===== src/rtl/noc_pkg.sv =====
`default_nettype none
// ============================================================================
// Module      : noc_pkg
// Description : Shared NoC command codes, idle byte, initiator state encoding
//               and alen/dlen decode helpers.
// Revision    : 1.0 - initial release
// ============================================================================
package noc_pkg;

    localparam logic [2:0] c_CMD_IDLE  = 3'b000;
    localparam logic [2:0] c_CMD_READ  = 3'b001;
    localparam logic [2:0] c_CMD_WRITE = 3'b010;
    localparam logic [2:0] c_CMD_RRESP = 3'b011;
    localparam logic [2:0] c_CMD_WRESP = 3'b100;

    localparam logic [7:0] c_IDLE_BYTE = 8'h00;

    localparam int c_BUF_DEPTH = 128;
    localparam int c_PTR_W     = 7;

    typedef enum logic [3:0] {
        S_IDLE   = 4'd0,
        S_LOAD   = 4'd1,
        S_HDR    = 4'd2,
        S_DID    = 4'd3,
        S_SID    = 4'd4,
        S_ADDR   = 4'd5,
        S_DATA   = 4'd6,
        S_WAIT   = 4'd7,
        S_R_DID  = 4'd8,
        S_R_SID  = 4'd9,
        S_R_DATA = 4'd10
    } noc_state_e;

    function automatic logic [3:0] alen_bytes(input logic [1:0] alen);
        return 4'd1 << alen;
    endfunction

    // Index of the final address byte (0..7)
    function automatic logic [2:0] alen_last(input logic [1:0] alen);
        return 3'(alen_bytes(alen) - 4'd1);
    endfunction

    function automatic logic [7:0] dlen_bytes(input logic [2:0] dlen);
        return 8'd1 << dlen;
    endfunction

    // Index of the final data byte (0..127)
    function automatic logic [6:0] dlen_last(input logic [2:0] dlen);
        return 7'(dlen_bytes(dlen) - 8'd1);
    endfunction

endpackage
`default_nettype wire


===== src/rtl/noc_payload_buf.sv =====
`default_nettype none
// ============================================================================
// Module      : noc_payload_buf
// Description : 128x8 write-payload buffer with independent write/read
//               pointers and a synchronous pointer clear.
// Revision    : 1.0 - initial release
// ============================================================================
module noc_payload_buf
    import noc_pkg::*;
(
    input  logic       clk,
    input  logic       rst,
    input  logic       clr,
    input  logic       wr_en,
    input  logic [7:0] wr_data,
    input  logic       rd_en,
    output logic [7:0] rd_data
);

    logic [7:0]         r_mem [0:c_BUF_DEPTH-1];
    logic [c_PTR_W-1:0] r_wr_ptr;
    logic [c_PTR_W-1:0] r_rd_ptr;

    always_ff @(posedge clk or negedge rst) begin
        if (!rst) begin
            r_wr_ptr <= '0;
            r_rd_ptr <= '0;
        end else if (clr) begin
            r_wr_ptr <= '0;
            r_rd_ptr <= '0;
        end else begin
            if (wr_en) r_wr_ptr <= r_wr_ptr + 1'b1;
            if (rd_en) r_rd_ptr <= r_rd_ptr + 1'b1;
        end
    end

    // Storage needs no reset: pointers define which entries are meaningful
    always_ff @(posedge clk) begin
        if (wr_en) r_mem[r_wr_ptr] <= wr_data;
    end

    assign rd_data = r_mem[r_rd_ptr];

endmodule
`default_nettype wire


===== src/rtl/noc_initiator.sv =====
`default_nettype none
// ============================================================================
// Module      : noc_initiator
// Description : Single-outstanding NoC initiator: serialises read/write
//               commands onto the byte line and collects the response.
//               Define NOC_RSP_TIMEOUT_EN to bound the wait for a response.
// Revision    : 1.0 - initial release
// ============================================================================
module noc_initiator
    import noc_pkg::*;
#(
    parameter logic [7:0] MY_ID       = 8'h01,
    parameter int         RSP_TIMEOUT = 1024
) (
    input  logic        clk,
    input  logic        rst,
    input  logic        req_valid,
    output logic        req_ready,
    input  logic        req_write,
    input  logic [1:0]  req_alen,
    input  logic [2:0]  req_dlen,
    input  logic [7:0]  req_dest,
    input  logic [63:0] req_addr,
    input  logic        wr_valid,
    output logic        wr_ready,
    input  logic [7:0]  wr_data,
    output logic        noc_to_dev_ctl,
    output logic [7:0]  noc_to_dev_data,
    input  logic        noc_from_dev_ctl,
    input  logic [7:0]  noc_from_dev_data,
    output logic        rsp_valid,
    output logic [7:0]  rsp_data,
    output logic        rsp_last,
    output logic        rsp_write,
    output logic        rsp_err
);

    noc_state_e  r_state, w_state_nxt;
    logic        r_live;
    logic [1:0]  r_alen;
    logic [2:0]  r_dlen;
    logic [7:0]  r_dest;
    logic [63:0] r_addr;
    logic        r_write;
    logic [6:0]  r_cnt, w_cnt_nxt;
    logic        r_err, w_err_nxt;
    logic        r_rsp_is_wr, w_rsp_is_wr_nxt;

    logic        r_rsp_valid, r_rsp_last, r_rsp_write, r_rsp_err;
    logic [7:0]  r_rsp_data;

    logic        w_accept, w_buf_clr, w_buf_wr, w_buf_rd, w_abort, w_timeout;
    logic [7:0]  w_buf_rd_data;
    logic        w_ev_valid, w_ev_last, w_ev_err;
    logic [7:0]  w_ev_data;
    logic [2:0]  w_rx_cmd;
    logic [2:0]  w_alast;
    logic [6:0]  w_dlast;
    logic [7:0]  w_dbytes;

    assign w_rx_cmd = noc_from_dev_data[2:0];
    assign w_alast  = alen_last(r_alen);
    assign w_dlast  = dlen_last(r_dlen);
    assign w_dbytes = dlen_bytes(r_dlen);
    assign w_abort  = noc_from_dev_ctl &&
                      (r_state == S_R_DID || r_state == S_R_SID || r_state == S_R_DATA);

`ifdef NOC_RSP_TIMEOUT_EN
    localparam int c_TO_W = $clog2(RSP_TIMEOUT + 1);
    logic [c_TO_W-1:0] r_to_cnt;

    always_ff @(posedge clk or negedge rst) begin
        if (!rst)                  r_to_cnt <= '0;
        else if (r_state == S_WAIT) r_to_cnt <= r_to_cnt + 1'b1;
        else                       r_to_cnt <= '0;
    end

    assign w_timeout = (r_state == S_WAIT) && (r_to_cnt == c_TO_W'(RSP_TIMEOUT - 1));
`else
    logic w_unused_timeout;
    assign w_unused_timeout = ^RSP_TIMEOUT;
    assign w_timeout        = 1'b0;
`endif

    noc_payload_buf u_buf (
        .clk     (clk),
        .rst     (rst),
        .clr     (w_buf_clr),
        .wr_en   (w_buf_wr),
        .wr_data (wr_data),
        .rd_en   (w_buf_rd),
        .rd_data (w_buf_rd_data)
    );

    always_comb begin
        w_state_nxt      = r_state;
        w_cnt_nxt        = r_cnt;
        w_err_nxt        = r_err;
        w_rsp_is_wr_nxt  = r_rsp_is_wr;
        w_accept         = 1'b0;
        w_buf_clr        = 1'b0;
        w_buf_wr         = 1'b0;
        w_buf_rd         = 1'b0;
        wr_ready         = 1'b0;
        noc_to_dev_ctl   = 1'b1;
        noc_to_dev_data  = c_IDLE_BYTE;
        w_ev_valid       = 1'b0;
        w_ev_data        = 8'h00;
        w_ev_last        = 1'b0;
        w_ev_err         = 1'b0;
        unique case (r_state)
            S_IDLE: begin
                if (r_live && req_valid) begin
                    w_accept    = 1'b1;
                    w_buf_clr   = 1'b1;
                    w_cnt_nxt   = '0;
                    w_err_nxt   = 1'b0;
                    w_state_nxt = req_write ? S_LOAD : S_HDR;
                end
            end
            S_LOAD: begin
                wr_ready = 1'b1;
                if (wr_valid) begin
                    w_buf_wr = 1'b1;
                    if (r_cnt == w_dlast) begin
                        w_cnt_nxt   = '0;
                        w_state_nxt = S_HDR;
                    end else begin
                        w_cnt_nxt = r_cnt + 7'd1;
                    end
                end
            end
            S_HDR: begin
                noc_to_dev_data = {r_alen, r_dlen, r_write ? c_CMD_WRITE : c_CMD_READ};
                w_state_nxt     = S_DID;
            end
            S_DID: begin
                noc_to_dev_ctl  = 1'b0;
                noc_to_dev_data = r_dest;
                w_state_nxt     = S_SID;
            end
            S_SID: begin
                noc_to_dev_ctl  = 1'b0;
                noc_to_dev_data = MY_ID;
                w_state_nxt     = S_ADDR;
            end
            S_ADDR: begin
                noc_to_dev_ctl  = 1'b0;
                noc_to_dev_data = r_addr[{r_cnt[2:0], 3'b000} +: 8];
                if (r_cnt[2:0] == w_alast) begin
                    w_cnt_nxt   = '0;
                    w_state_nxt = r_write ? S_DATA : S_WAIT;
                end else begin
                    w_cnt_nxt = r_cnt + 7'd1;
                end
            end
            S_DATA: begin
                noc_to_dev_ctl  = 1'b0;
                noc_to_dev_data = w_buf_rd_data;
                w_buf_rd        = 1'b1;
                if (r_cnt == w_dlast) begin
                    w_cnt_nxt   = '0;
                    w_state_nxt = S_WAIT;
                end else begin
                    w_cnt_nxt = r_cnt + 7'd1;
                end
            end
            S_WAIT: begin
                if (noc_from_dev_ctl && (w_rx_cmd == c_CMD_RRESP || w_rx_cmd == c_CMD_WRESP)) begin
                    w_rsp_is_wr_nxt = (w_rx_cmd == c_CMD_WRESP);
                    w_err_nxt       = r_err | ((w_rx_cmd == c_CMD_WRESP) != r_write);
                    w_state_nxt     = S_R_DID;
                end else if (w_timeout) begin
                    w_ev_valid  = 1'b1;
                    w_ev_last   = 1'b1;
                    w_ev_err    = 1'b1;
                    w_state_nxt = S_IDLE;
                end
            end
            S_R_DID: begin
                if (noc_from_dev_data != MY_ID) w_err_nxt = 1'b1;
                w_state_nxt = S_R_SID;
            end
            S_R_SID: begin
                if (noc_from_dev_data != r_dest) w_err_nxt = 1'b1;
                w_cnt_nxt   = '0;
                w_state_nxt = S_R_DATA;
            end
            S_R_DATA: begin
                w_ev_valid = 1'b1;
                w_ev_data  = noc_from_dev_data;
                if (r_rsp_is_wr) begin
                    // Write response carries the count of bytes the target accepted
                    w_ev_last   = 1'b1;
                    w_ev_err    = r_err | (noc_from_dev_data != w_dbytes);
                    w_state_nxt = S_IDLE;
                end else if (r_cnt == w_dlast) begin
                    w_ev_last   = 1'b1;
                    w_ev_err    = r_err;
                    w_state_nxt = S_IDLE;
                end else begin
                    w_cnt_nxt = r_cnt + 7'd1;
                end
            end
            default: w_state_nxt = S_IDLE;
        endcase

        // A header byte inside a response body truncates it
        if (w_abort) begin
            w_ev_valid  = 1'b1;
            w_ev_data   = 8'h00;
            w_ev_last   = 1'b1;
            w_ev_err    = 1'b1;
            w_state_nxt = S_IDLE;
        end
    end

    always_ff @(posedge clk or negedge rst) begin
        if (!rst) begin
            r_state     <= S_IDLE;
            r_live      <= 1'b0;
            r_alen      <= '0;
            r_dlen      <= '0;
            r_dest      <= '0;
            r_addr      <= '0;
            r_write     <= 1'b0;
            r_cnt       <= '0;
            r_err       <= 1'b0;
            r_rsp_is_wr <= 1'b0;
            r_rsp_valid <= 1'b0;
            r_rsp_data  <= '0;
            r_rsp_last  <= 1'b0;
            r_rsp_write <= 1'b0;
            r_rsp_err   <= 1'b0;
        end else begin
            r_state     <= w_state_nxt;
            r_live      <= 1'b1;
            r_cnt       <= w_cnt_nxt;
            r_err       <= w_err_nxt;
            r_rsp_is_wr <= w_rsp_is_wr_nxt;
            if (w_accept) begin
                r_alen  <= req_alen;
                r_dlen  <= req_dlen;
                r_dest  <= req_dest;
                r_addr  <= req_addr;
                r_write <= req_write;
            end
            r_rsp_valid <= w_ev_valid;
            r_rsp_data  <= w_ev_data;
            r_rsp_last  <= w_ev_last;
            r_rsp_err   <= w_ev_err;
            r_rsp_write <= w_ev_valid & r_write;
        end
    end

    assign req_ready = (r_state == S_IDLE) && r_live;
    assign rsp_valid = r_rsp_valid;
    assign rsp_data  = r_rsp_data;
    assign rsp_last  = r_rsp_last;
    assign rsp_write = r_rsp_write;
    assign rsp_err   = r_rsp_err;

endmodule
`default_nettype wire


===== config.mk =====
export PLATFORM = sky130hd
export DESIGN_NAME = noc_initiator
export DESIGN_NICKNAME = d
export VERILOG_FILES = /design/src/rtl/noc_pkg.sv /design/src/rtl/noc_payload_buf.sv /design/src/rtl/noc_initiator.sv
export SDC_FILE = /design/constraint.sdc
export NUM_CORES = 1
export LEC_CHECK = 0
export CAP_MARGIN = 10
export CORE_MARGIN = 2
export CORE_UTILIZATION = 50
export CTS_BUF_LIST = sky130_fd_sc_hd__clkbuf_16
export DETAILED_ROUTE_END_ITERATION = 12
export GPL_TIMING_DRIVEN = 1
export PLACE_DENSITY = 0.67
export SYNTH_ARGS = -nofsm -noshare
export SYNTH_HDL_FRONTEND = slang
export SYNTH_SLANG_ARGS = --single-unit

===== constraint.sdc =====
create_clock -name clk -period 6.1 [get_ports clk]
set_input_delay 1.22 -clock clk [delete_from_list [all_inputs] [get_ports clk]]
set_output_delay 1.22 -clock clk [all_outputs]
set_load 0.005 [all_outputs]

## Word-level counts from Yosys, hierarchy flattened

Memory sizes are Yosys's and may differ from the RTL's.
Index checks and enable logic that the tools add are counted.
W data, S select, Z words.

- Register bits: 118
- Bits in latches: 0
- Memory bits (writable): 1,024
- Bits in read-only memories: 0
- Input port bits: 99
- Output and inout bits: 23
- Word-level logic and storage cells: 129
- Memories kept: 1

- Add/subtract/negate cells: 5
- Multiply operators: 0
- Divide/modulo/power cells: 0
- Magnitude comparators: 0
- Equality and inequality tests: 32
- Shift operators: 3
- Muxes and demuxes: 51
- Bitwise operators: 3
- Reductions and logical operators: 17

Memory list:

| name | words | width | rd ports | clocked after memory_dff | wr ports | RTL line | text |
|---|---|---|---|---|---|---|---|
| u_buf.r_mem | 128 | 8 | 1 | 0 | 1 | noc_payload_buf.sv:20 | `logic [7:0] r_mem [0:c_BUF_DEPTH-1];` |

Operators by type and width:

| kind | number |
|---|---|
| $mux W7 | 10 |
| $shiftx A64 B7 Y8 | 1 |
| $pmux W4 S11 | 1 |
| $pmux W7 S6 | 1 |
| $pmux W8 S5 | 1 |
| $mux W4 | 9 |
| $mux W1 | 24 |
| $add A7 B1 Y7 const B | 3 |
| $ne A3 B3 Y1 const B | 6 |
| $eq A4 B3 Y1 const B | 4 |
| $mux W8 | 2 |
| $ne A8 B8 Y1 | 2 |
| $eq A4 B4 Y1 const B | 3 |
| $ne A2 B2 Y1 const B | 5 |
| $reduce_and A5 Y1 | 2 |
| $eq A4 B2 Y1 const B | 2 |
| $ne A8 B1 Y1 const B | 1 |
| $shl A1 B3 Y8 const A | 1 |
| $eq A7 B7 Y1 | 1 |
| $reduce_and A7 Y1 | 1 |
| $sub A7 B1 Y7 const B | 1 |
| $reduce_bool A6 Y1 | 1 |
| $eq A4 B1 Y1 const B | 1 |
| $logic_and A1 B1 Y1 | 4 |
| other kinds (18) | 24 |

## Depth between registers and ports, before layout

Gate-level depths: netlist of the first run.

- Depth after elaboration: 7
- Mapped depth: 12
- Depth with buffers taken out: 10

## By module

From an unflattened synthesis of the first run, not the netlist that was laid out.

- Cells, all modules: 2,443
- Area, all modules: 45,996.6 um^2

By module, submodules not included:

| module | times used | cells each | area each (um^2) | sequential area each (um^2) |
|---|---|---|---|---|
| noc_payload_buf | 1 | 2,004 | 40,619.0 | 31,099.8 |
| noc_initiator | 1 | 439 | 5,377.7 | 2,602.5 |

## Least setup slack after synthesis of the first run

No wires, ideal clock.

- Path kind: flip-flop to output port
- From: reg u_buf.r_rd_ptr[0]
- To: out noc_to_dev_data[1]
- Arrival time: 2.310 ns
- Setup slack: 2.570 ns
- Cell stages (with the launch flop): 10
- Buffers on the path: 4
- Path through: dfrtp_1 buf_6 buf_4 buf_2 buf_4 mux4_2 mux2i_1 o21ai_0 nor4_1 nor2_1

- Cells in the longest elaborated chain, start to end: 2

Ends and longest elaborated chain:

| item | RTL line | text |
|---|---|---|
| start: declaration | noc_payload_buf.sv:22 | `logic [c_PTR_W-1:0] r_rd_ptr;` |
| start signal: assignment | noc_payload_buf.sv:33 | `if (rd_en) r_rd_ptr <= r_rd_ptr + 1'b1;` |
| $mem_v2 Z128 W8 | n/a |  |
| $pmux W8 S5 | noc_initiator.sv:111 | `unique case (r_state)` |
| end: declaration | noc_initiator.sv:28 | `output logic [7:0] noc_to_dev_data,` |

No other way between the ends.

## Worst setup path after layout of the first run

- From: reg u_buf.r_rd_ptr[1]
- To: out noc_to_dev_data[3]

Same word-level chain as after synthesis.

==> flow_metrics.env, run 1 <==
export IMPL_ys_types=67
export IMPL_fill_cells=6690
export IMPL_drt_total_wl_um=109000
export IMPL_path_clk_slew_ps=60
export IMPL_critical_path_class="register to output port"
export IMPL_areaGrowthSynthToFinish_pct=13.6
export IMPL_grt_ovfl_total=0
export IMPL_rsz0062_at_grt="no"
export IMPL_htreeDepth=3
export IMPL_drtPass1Iterations=5
export IMPL_hold_ws_ps=504
export IMPL_synth_nets=2466
export IMPL_ant_nets=0
export IMPL_die_area_um2=94200
export IMPL_cp_data_arrival_time_ps=4560
export IMPL_start_util_pct=50.2
export IMPL_worstPathRequired_ps=4880
export IMPL_cts_root_buf="clkbuf_16"
export IMPL_drive_gt1_share_pct=23.3
export IMPL_synth_seq_cells=1142
export IMPL_synth_xor_area_share_pct=0.477
export IMPL_irDropWorstVdd_mv=0.292
export IMPL_cpPeakStageDelay_ps=990
export IMPL_yosys_warnings=0
export IMPL_synth_mux_area_share_pct=17.7
export IMPL_slew_violations=0
export IMPL_skew_ps=21.4
export IMPL_synth_cells=2363
export IMPL_r2r_end="u_buf.r_mem[4][4]$_DFFE_PP_"
export IMPL_synth_flop_cell="edfxtp_1"
export IMPL_hp_class="register to register"
export IMPL_synth_edff_count=1024
export IMPL_drt_iter0_drc=2593
export IMPL_n_antenna_cell=0
export IMPL_period_needed_ps=5780
export IMPL_ctsHoldBuffers=0
export IMPL_grt_pass1_vias=23800
export IMPL_post_route_cell_area_um2=52200
export IMPL_tightestPinTransition_ps=1050
export IMPL_path_cells="buf_4 > mux4_2 > mux2i_1 > nand2_1 > a41oi_1 > o31ai_1 > a21oi_1 > a21oi_1 > clkdlybuf4s50_1"
export IMPL_netlist_area_um2=45900
export IMPL_post_dp_hpwl_um=68500
export IMPL_clk_latency_ps=700
export IMPL_cts_tree="yes"
export IMPL_cp_slowest_cell="dfrtp_4"
export IMPL_total_leakage_power_uw=0.0166
export IMPL_synth_fa_ha_area_share_pct=0.109
export IMPL_fin_tns_setup_ps=0
export IMPL_synthSimpleGateAreaFrac_pct=3.68
export IMPL_cap_violations=0
export IMPL_r2r_cells=6
export IMPL_clock_sinks=1142
export IMPL_slew_headroom_pct=30.3
export IMPL_drc=0
export IMPL_cts_buffers=112
export IMPL_hold_path_end="r_addr[41]$_DFFE_PN0P_"
export IMPL_r2r_setup_slack_ps=1780
export IMPL_fin_util_pct=57.1
export IMPL_wl_per_cell_um=28.7
export IMPL_fin_crit_sh_pct=94.8
export IMPL_post_cts_buffers=0
export IMPL_num_vias=23500
export IMPL_fmax_mhz=173
export IMPL_std_cell_rows=111
export IMPL_endpoint_kind="output port"
export IMPL_grt_use_total_pct=23.3
export IMPL_grt_max_degree=89
export IMPL_die_h_um=307
export IMPL_synth_top_area_share_pct=67.0
export IMPL_seq_area_frac_synth_pct=73.4
export IMPL_drt_vias_per_instance=6.18
export IMPL_dpl_cell_area_um2=48500
export IMPL_grt_pass1_wl_um=161000
export IMPL_async_flop_share_pct=10.3
export IMPL_core_area_um2=91400
export IMPL_critPathMaxFanout=53
export IMPL_synth_area_leaders="edfxtp_1 (67%), mux4_2 (13%), dfrtp_1 (6.4%)"
export IMPL_place_gp_congestion=0.973
export IMPL_synth_top_family_by_area="multiplexers"
export IMPL_p_total_uw=21300
export IMPL_cts_resized_gates=0
export IMPL_cts_buffer_depth=3
export IMPL_whs_path_depth=1
export IMPL_ios=122
export IMPL_synth_compound_area_share_pct=3.01
export IMPL_setup_viol=0
export IMPL_synth_area_leader_cell="edfxtp_1"
export IMPL_status="finished, final reports clean"
export IMPL_critPathLaunchType="register"
export IMPL_antenna_found_initial=3
export IMPL_cpMostUsedCell="a21oi_1"
export IMPL_hp_start="r_addr[41]$_DFFE_PN0P_"
export IMPL_fin_nets=2619
export IMPL_avgSynthCellArea_um2=19.4
export IMPL_die_x_um=307
export IMPL_rr_startpoint="r_state[0]$_DFFE_PN0P_"
export IMPL_hold_viol=0
export IMPL_portBuffers=121
export IMPL_cellPowerDensity_nw_per_um2=408
## cell usage after synthesis (all sizes together), types with 3 or more instances
cell / count
a21o: 5
clkbuf: 57
xor2: 16
nor2: 191
a21boi: 3
or3: 4
a211oi: 10
nand2b: 9
mux2: 108
a21oi: 33
o221ai: 18
xnor2: 9
o2111ai: 9
a221oi: 17
and2: 11
buf: 84
nand2: 56
nor3: 10
edfxtp: 1024
inv: 9
mux4: 256
mux2i: 115
and3: 10
nor2b: 11
o2bb2ai: 3
o22ai: 27
o211ai: 5
nor4: 10
nor3b: 8
o21ai: 25
nand3: 22
o311ai: 6
ha: 4
nand4: 9
dfrtp: 118
a211o: 13
nand3b: 5
## cell type report
type / instances / area (um^2) / area share [%]
sequential: 1142 / 33700 / 64.6
multi-input combinational: 1070 / 11500 / 22.0
clock buffer: 113 / 2830 / 5.42
timing repair buffer: 180 / 1740 / 3.34
tap: 1186 / 1480 / 2.84
clock inverter: 100 / 868 / 1.66
inverter: 10 / 37.5 / 0.0720
## state kept, by name, indices dropped and copies added (netlist names)
register / count
r_dest: 8
r_write: 1
rsp_err: 1
u_buf.r_rd_ptr: 7
rsp_write: 1
r_alen: 2
r_live: 1
rsp_valid: 1
rsp_data: 8
r_rsp_is_wr: 1
rsp_last: 1
r_addr: 64
u_buf.r_wr_ptr: 7
r_cnt: 7
r_state: 4
u_buf.r_mem: 1024
r_dlen: 3
r_err: 1
## routing by layer
metal | global-route usage [%] | vias to the layer above | part of all wire (%)
met5 | 0 | - | 0.024
met4 | 7.36 | 4 | 3.0
met3 | 6.05 | 207 | 9.1
met2 | 36.7 | 1125 | 48
met1 | 32.2 | 12200 | 40
li1 | - | 9951 | -
## stage by stage
step / cells / setup slack [ps]
final: 3801 / 316
after global routing: 3801 / 139
after CTS: 3801 / 311
after detailed placement: 3588 / 1070
after global placement: 3588 / 990
after floorplan: 2363 / 2570
## kinds of logic after synthesis
kind of cell / count (synthesis)
flip-flops: 1142
adder cells (fa/ha/maj): 4
buffers and inverters: 151
XOR/XNOR: 25
multiplexers: 479
AND/OR/NAND/NOR: 368
AO/OA/AOI/OAI: 193
other: 1
## report_power, final
part | switching, uW | internal (uW)
Sequential | 516 | 8860
Combinational | 2630 | 2390
Clock | 2940 | 3960
## critical path, delay by kind of cell, from the launching register on
kind | cells | cell delay, ps
flip-flops | 1 | 990
AND/OR/NAND/NOR | 1 | 100
AO/OA/AOI/OAI | 4 | 780
buffers and inverters | 2 | 1170
multiplexers | 2 | 760
## worst max path at each step
stage | start | end | slack (ps) | cells after the start
6_report | u_buf.r_rd_ptr[1]$_DFFE_PN0P_ | noc_to_dev_data[3] | 320 | 9
5_1_grt | u_buf.r_rd_ptr[3]$_DFFE_PN0P_ | noc_to_dev_data[0] | 140 | 8
4_1_cts | u_buf.r_rd_ptr[1]$_DFFE_PN0P_ | noc_to_dev_data[3] | 310 | 9
3_5_place_dp | u_buf.r_rd_ptr[1]$_DFFE_PN0P_ | noc_to_dev_data[0] | 1070 | 8
3_3_place_gp | u_buf.r_rd_ptr[1]$_DFFE_PN0P_ | noc_to_dev_data[0] | 990 | 8
2_1_floorplan | u_buf.r_rd_ptr[0]$_DFFE_PN0P_ | noc_to_dev_data[1] | 2570 | 9
## cell usage in the layout (no fill, tap or decap), types with 10 or more instances in the layout
cell type,n
dfrtp_1,114
nor3_1,10
mux2_2,108
edfxtp_1,1024
clkinv_2,23
bufinv_16,14
xor2_1,16
mux2i_1,115
clkinv_1,30
a21oi_1,33
clkdlybuf4s50_1,112
inv_1,29
mux4_2,256
nand2_1,56
clkbuf_16,113
and3_1,10
o221ai_1,18
and2_1,10
o22ai_1,27
nor2b_1,11
buf_4,59
a211o_1,13
o21ai_0,24
nand3_1,21
nor4_1,10
nor2_1,191
a221oi_1,17
Power figures use the tool's default switching activity.
==> run 2: changes to the inputs <==
--- a/config.mk
+++ b/config.mk
@@ -5,10 +5,10 @@
 export SDC_FILE = /design/constraint.sdc
 export NUM_CORES = 1
 export LEC_CHECK = 0
+export ABC_CLOCK_PERIOD_IN_PS = 6100
 export CAP_MARGIN = 10
 export CORE_MARGIN = 2
 export CORE_UTILIZATION = 50
-export CTS_BUF_LIST = sky130_fd_sc_hd__clkbuf_16
 export DETAILED_ROUTE_END_ITERATION = 12
 export GPL_TIMING_DRIVEN = 1
 export PLACE_DENSITY = 0.67
==> run 2 against run 1 <==
Largest power group unchanged. Critical endpoint is now noc_to_dev_data[0]. Clock skew is essentially flat. Wire length is essentially flat. Hold slack is essentially flat.
==> flow_metrics.env, run 2 (synthesized netlist as in run 1, its figures left out) <==
export IMPL_setup_viol=0
export IMPL_cp_slowest_cell="dfrtp_4"
export IMPL_cpPeakStageDelay_ps=990
export IMPL_ant_nets=0
export IMPL_slew_headroom_pct=30.2
export IMPL_final_cell_mix="edfxtp_1 (1024), mux4_2 (256), nor2_1 (191)"
export IMPL_clock_sinks=1142
export IMPL_pre_cts_ws_ps=1070
export IMPL_cts_tree="yes"
export IMPL_grt_ovfl_total=0
export IMPL_grt_use_total_pct=23.3
export IMPL_htreeDepth=3
export IMPL_std_cell_rows=111
export IMPL_drt_vias_per_instance=6.18
export IMPL_die_h_um=307
export IMPL_p_sw_uw=6090
export IMPL_slew_violations=0
export IMPL_final_common_cell="edfxtp_1"
export IMPL_worst_slack_ps=289
export IMPL_num_vias=23500
export IMPL_hold_viol=0
export IMPL_grt_max_degree=89
export IMPL_fin_crit_sh_pct=95.3
export IMPL_clockPowerShare_pct=32.6
export IMPL_cpMostUsedCell="mux4_2"
export IMPL_drt_total_wl_um=109000
export IMPL_die_x_um=307
export IMPL_top_regs="u_buf.r_mem: 1024 flops, r_addr: 64 flops"
export IMPL_skew_ps=21.0
export IMPL_cellPowerDensity_nw_per_um2=409
export IMPL_period_needed_ps=5810
export IMPL_total_leakage_power_uw=0.0165
export IMPL_post_cts_buffers=0
export IMPL_wl_per_cell_um=28.7
export IMPL_p_total_uw=21400
export IMPL_cts_root_buf="clkbuf_16"
export IMPL_drtPass1Iterations=7
export IMPL_die_area_um2=94200
export IMPL_start_util_pct=50.2
export IMPL_status="finished, final reports clean"
export IMPL_antenna_found_initial=3
export IMPL_top_register="u_buf.r_mem"
export IMPL_largest_register_ffs=1024
export IMPL_p_int_uw=15300
export IMPL_ctsHoldBuffers=0
export IMPL_combPwrFrac_pct=23.5
export IMPL_critPathLaunchType="register"
export IMPL_cts_buffer_depth=3
export IMPL_drt_iter0_drc=2600
export IMPL_n_antenna_cell=0
export IMPL_switching_share_pct=28.5
export IMPL_drive_gt1_share_pct=23.4
export IMPL_cap_violations=0
export IMPL_fin_nets=2619
export IMPL_hp_class="register to register"
export IMPL_ios=122
export IMPL_path_cells="buf_12 > mux4_2 > mux4_2 > nor2_1 > nor3_1 > o41ai_1 > a21oi_1 > clkdlybuf4s50_1"
export IMPL_tightestPinTransition_ps=1050
export IMPL_core_area_um2=91400
export IMPL_cts_buffers=112
export IMPL_cp_data_arrival_time_ps=4590
export IMPL_path_clk_slew_ps=60
export IMPL_drc=0
export IMPL_fin_tns_setup_ps=0
export IMPL_endpoint_kind="output port"
export IMPL_cts_resized_gates=0
export IMPL_critPathMaxFanout=84
export IMPL_post_dp_hpwl_um=68500
export IMPL_critical_path_class="register to output port"
export IMPL_areaGrowthSynthToFinish_pct=13.7
export IMPL_grt_pass1_vias=23800
export IMPL_rsz0062_at_grt="no"
export IMPL_place_gp_congestion=0.973
export IMPL_grt_pass1_wl_um=161000
export IMPL_irDropWorstVdd_mv=0.292
export IMPL_portBuffers=121
export IMPL_clk_latency_ps=700
export IMPL_worstPathRequired_ps=4880
export IMPL_pwr_share_seq_pct=43.9
export IMPL_fmax_mhz=172
run 2: changes by cell type in the layout (fill, tap and decap cells not counted):
cell / delta
clkinv_1: -3
inv_1: -20
clkbuf_8: +3
clkbuf_1: +20
run 2: per-stage QoR:
step | std cells | utilization (%) | cell area, um^2 | hold WS [ps]
2_1_floorplan | 2363 | - | 45900 | 475
3_3_place_gp | 3588 | 53.0 | 48500 | 484
3_5_place_dp | 3588 | 53.0 | 48500 | 493
4_1_cts | 3801 | 57.1 | 52200 | 507
5_1_grt | 3801 | 57.1 | 52200 | 519
6_report | 3801 | 57.1 | 52200 | 504
run 2: metal layers:
metal / GRT usage, % / share of wire [%] / vias up
li1: - / - / 9950
met1: 32.2 / 40 / 12200
met2: 36.7 / 48 / 1117
met3: 6.05 / 9.3 / 212
met4: 7.36 / 3.0 / 4
met5: 0 / 0.024 / -
run 2: area by class of cell:
cell class | count | area [um^2]
Sequential cell | 1142 | 33700
Clock inverter | 77 | 782
Timing Repair Buffer | 180 | 1740
Multi-Input combinational cell | 1070 | 11500
Inverter | 10 | 37.5
Tap cell | 1186 | 1480
Fill cell | 6684 | 39200
Clock buffer | 136 | 2940
run 2: critical path: cells and delay by family (launching register included):
kind                   cells  cell delay, ps
AO/OA/AOI/OAI              2             630
AND/OR/NAND/NOR            2             270
buffers and inverters      2            1030
flip-flops                 1             990
multiplexers               2             910
run 2: power by group through the flow:
| stage | logic, uW | clock network [uW] | registers [uW] |
|---|---|---|---|
| 2_1_floorplan | 3590 | 0 | 9150 |
| 3_3_place_gp | 4960 | 0 | 9510 |
| 3_5_place_dp | 5020 | 0 | 9530 |
| 4_1_cts | 5040 | 7070 | 9370 |
| 5_1_grt | 5310 | 7370 | 9420 |
| 6_report | 5020 | 6980 | 9370 |
run 2: final timing paths:
path | start | endpoint | slack [ps] | cells after the start
worst max register to register | r_state[0]$_DFFE_PN0P_ | u_buf.r_mem[4][4]$_DFFE_PP_ | 1790 | 6
worst min-delay path | r_addr[41]$_DFFE_PN0P_ | r_addr[41]$_DFFE_PN0P_ | 500 | 1
worst max-delay path | u_buf.r_rd_ptr[1]$_DFFE_PN0P_ | noc_to_dev_data[0] | 290 | 8
min in group asynchronous | rst | rsp_data[5]$_DFF_PN0_ | 660 | 1
worst min register to register | r_addr[41]$_DFFE_PN0P_ | r_addr[41]$_DFFE_PN0P_ | 500 | 1
max in group asynchronous | rst | r_addr[50]$_DFFE_PN0P_ | 4210 | 2
==> run 3: changes to the inputs <==
--- a/config.mk
+++ b/config.mk
@@ -10,7 +10,6 @@
 export CORE_MARGIN = 2
 export CORE_UTILIZATION = 50
 export DETAILED_ROUTE_END_ITERATION = 12
-export GPL_TIMING_DRIVEN = 1
 export PLACE_DENSITY = 0.67
 export SYNTH_ARGS = -nofsm -noshare
 export SYNTH_HDL_FRONTEND = slang
==> results of run 3 <==
Same layout as run 2: the final DEF is identical, and so are final timing and power.
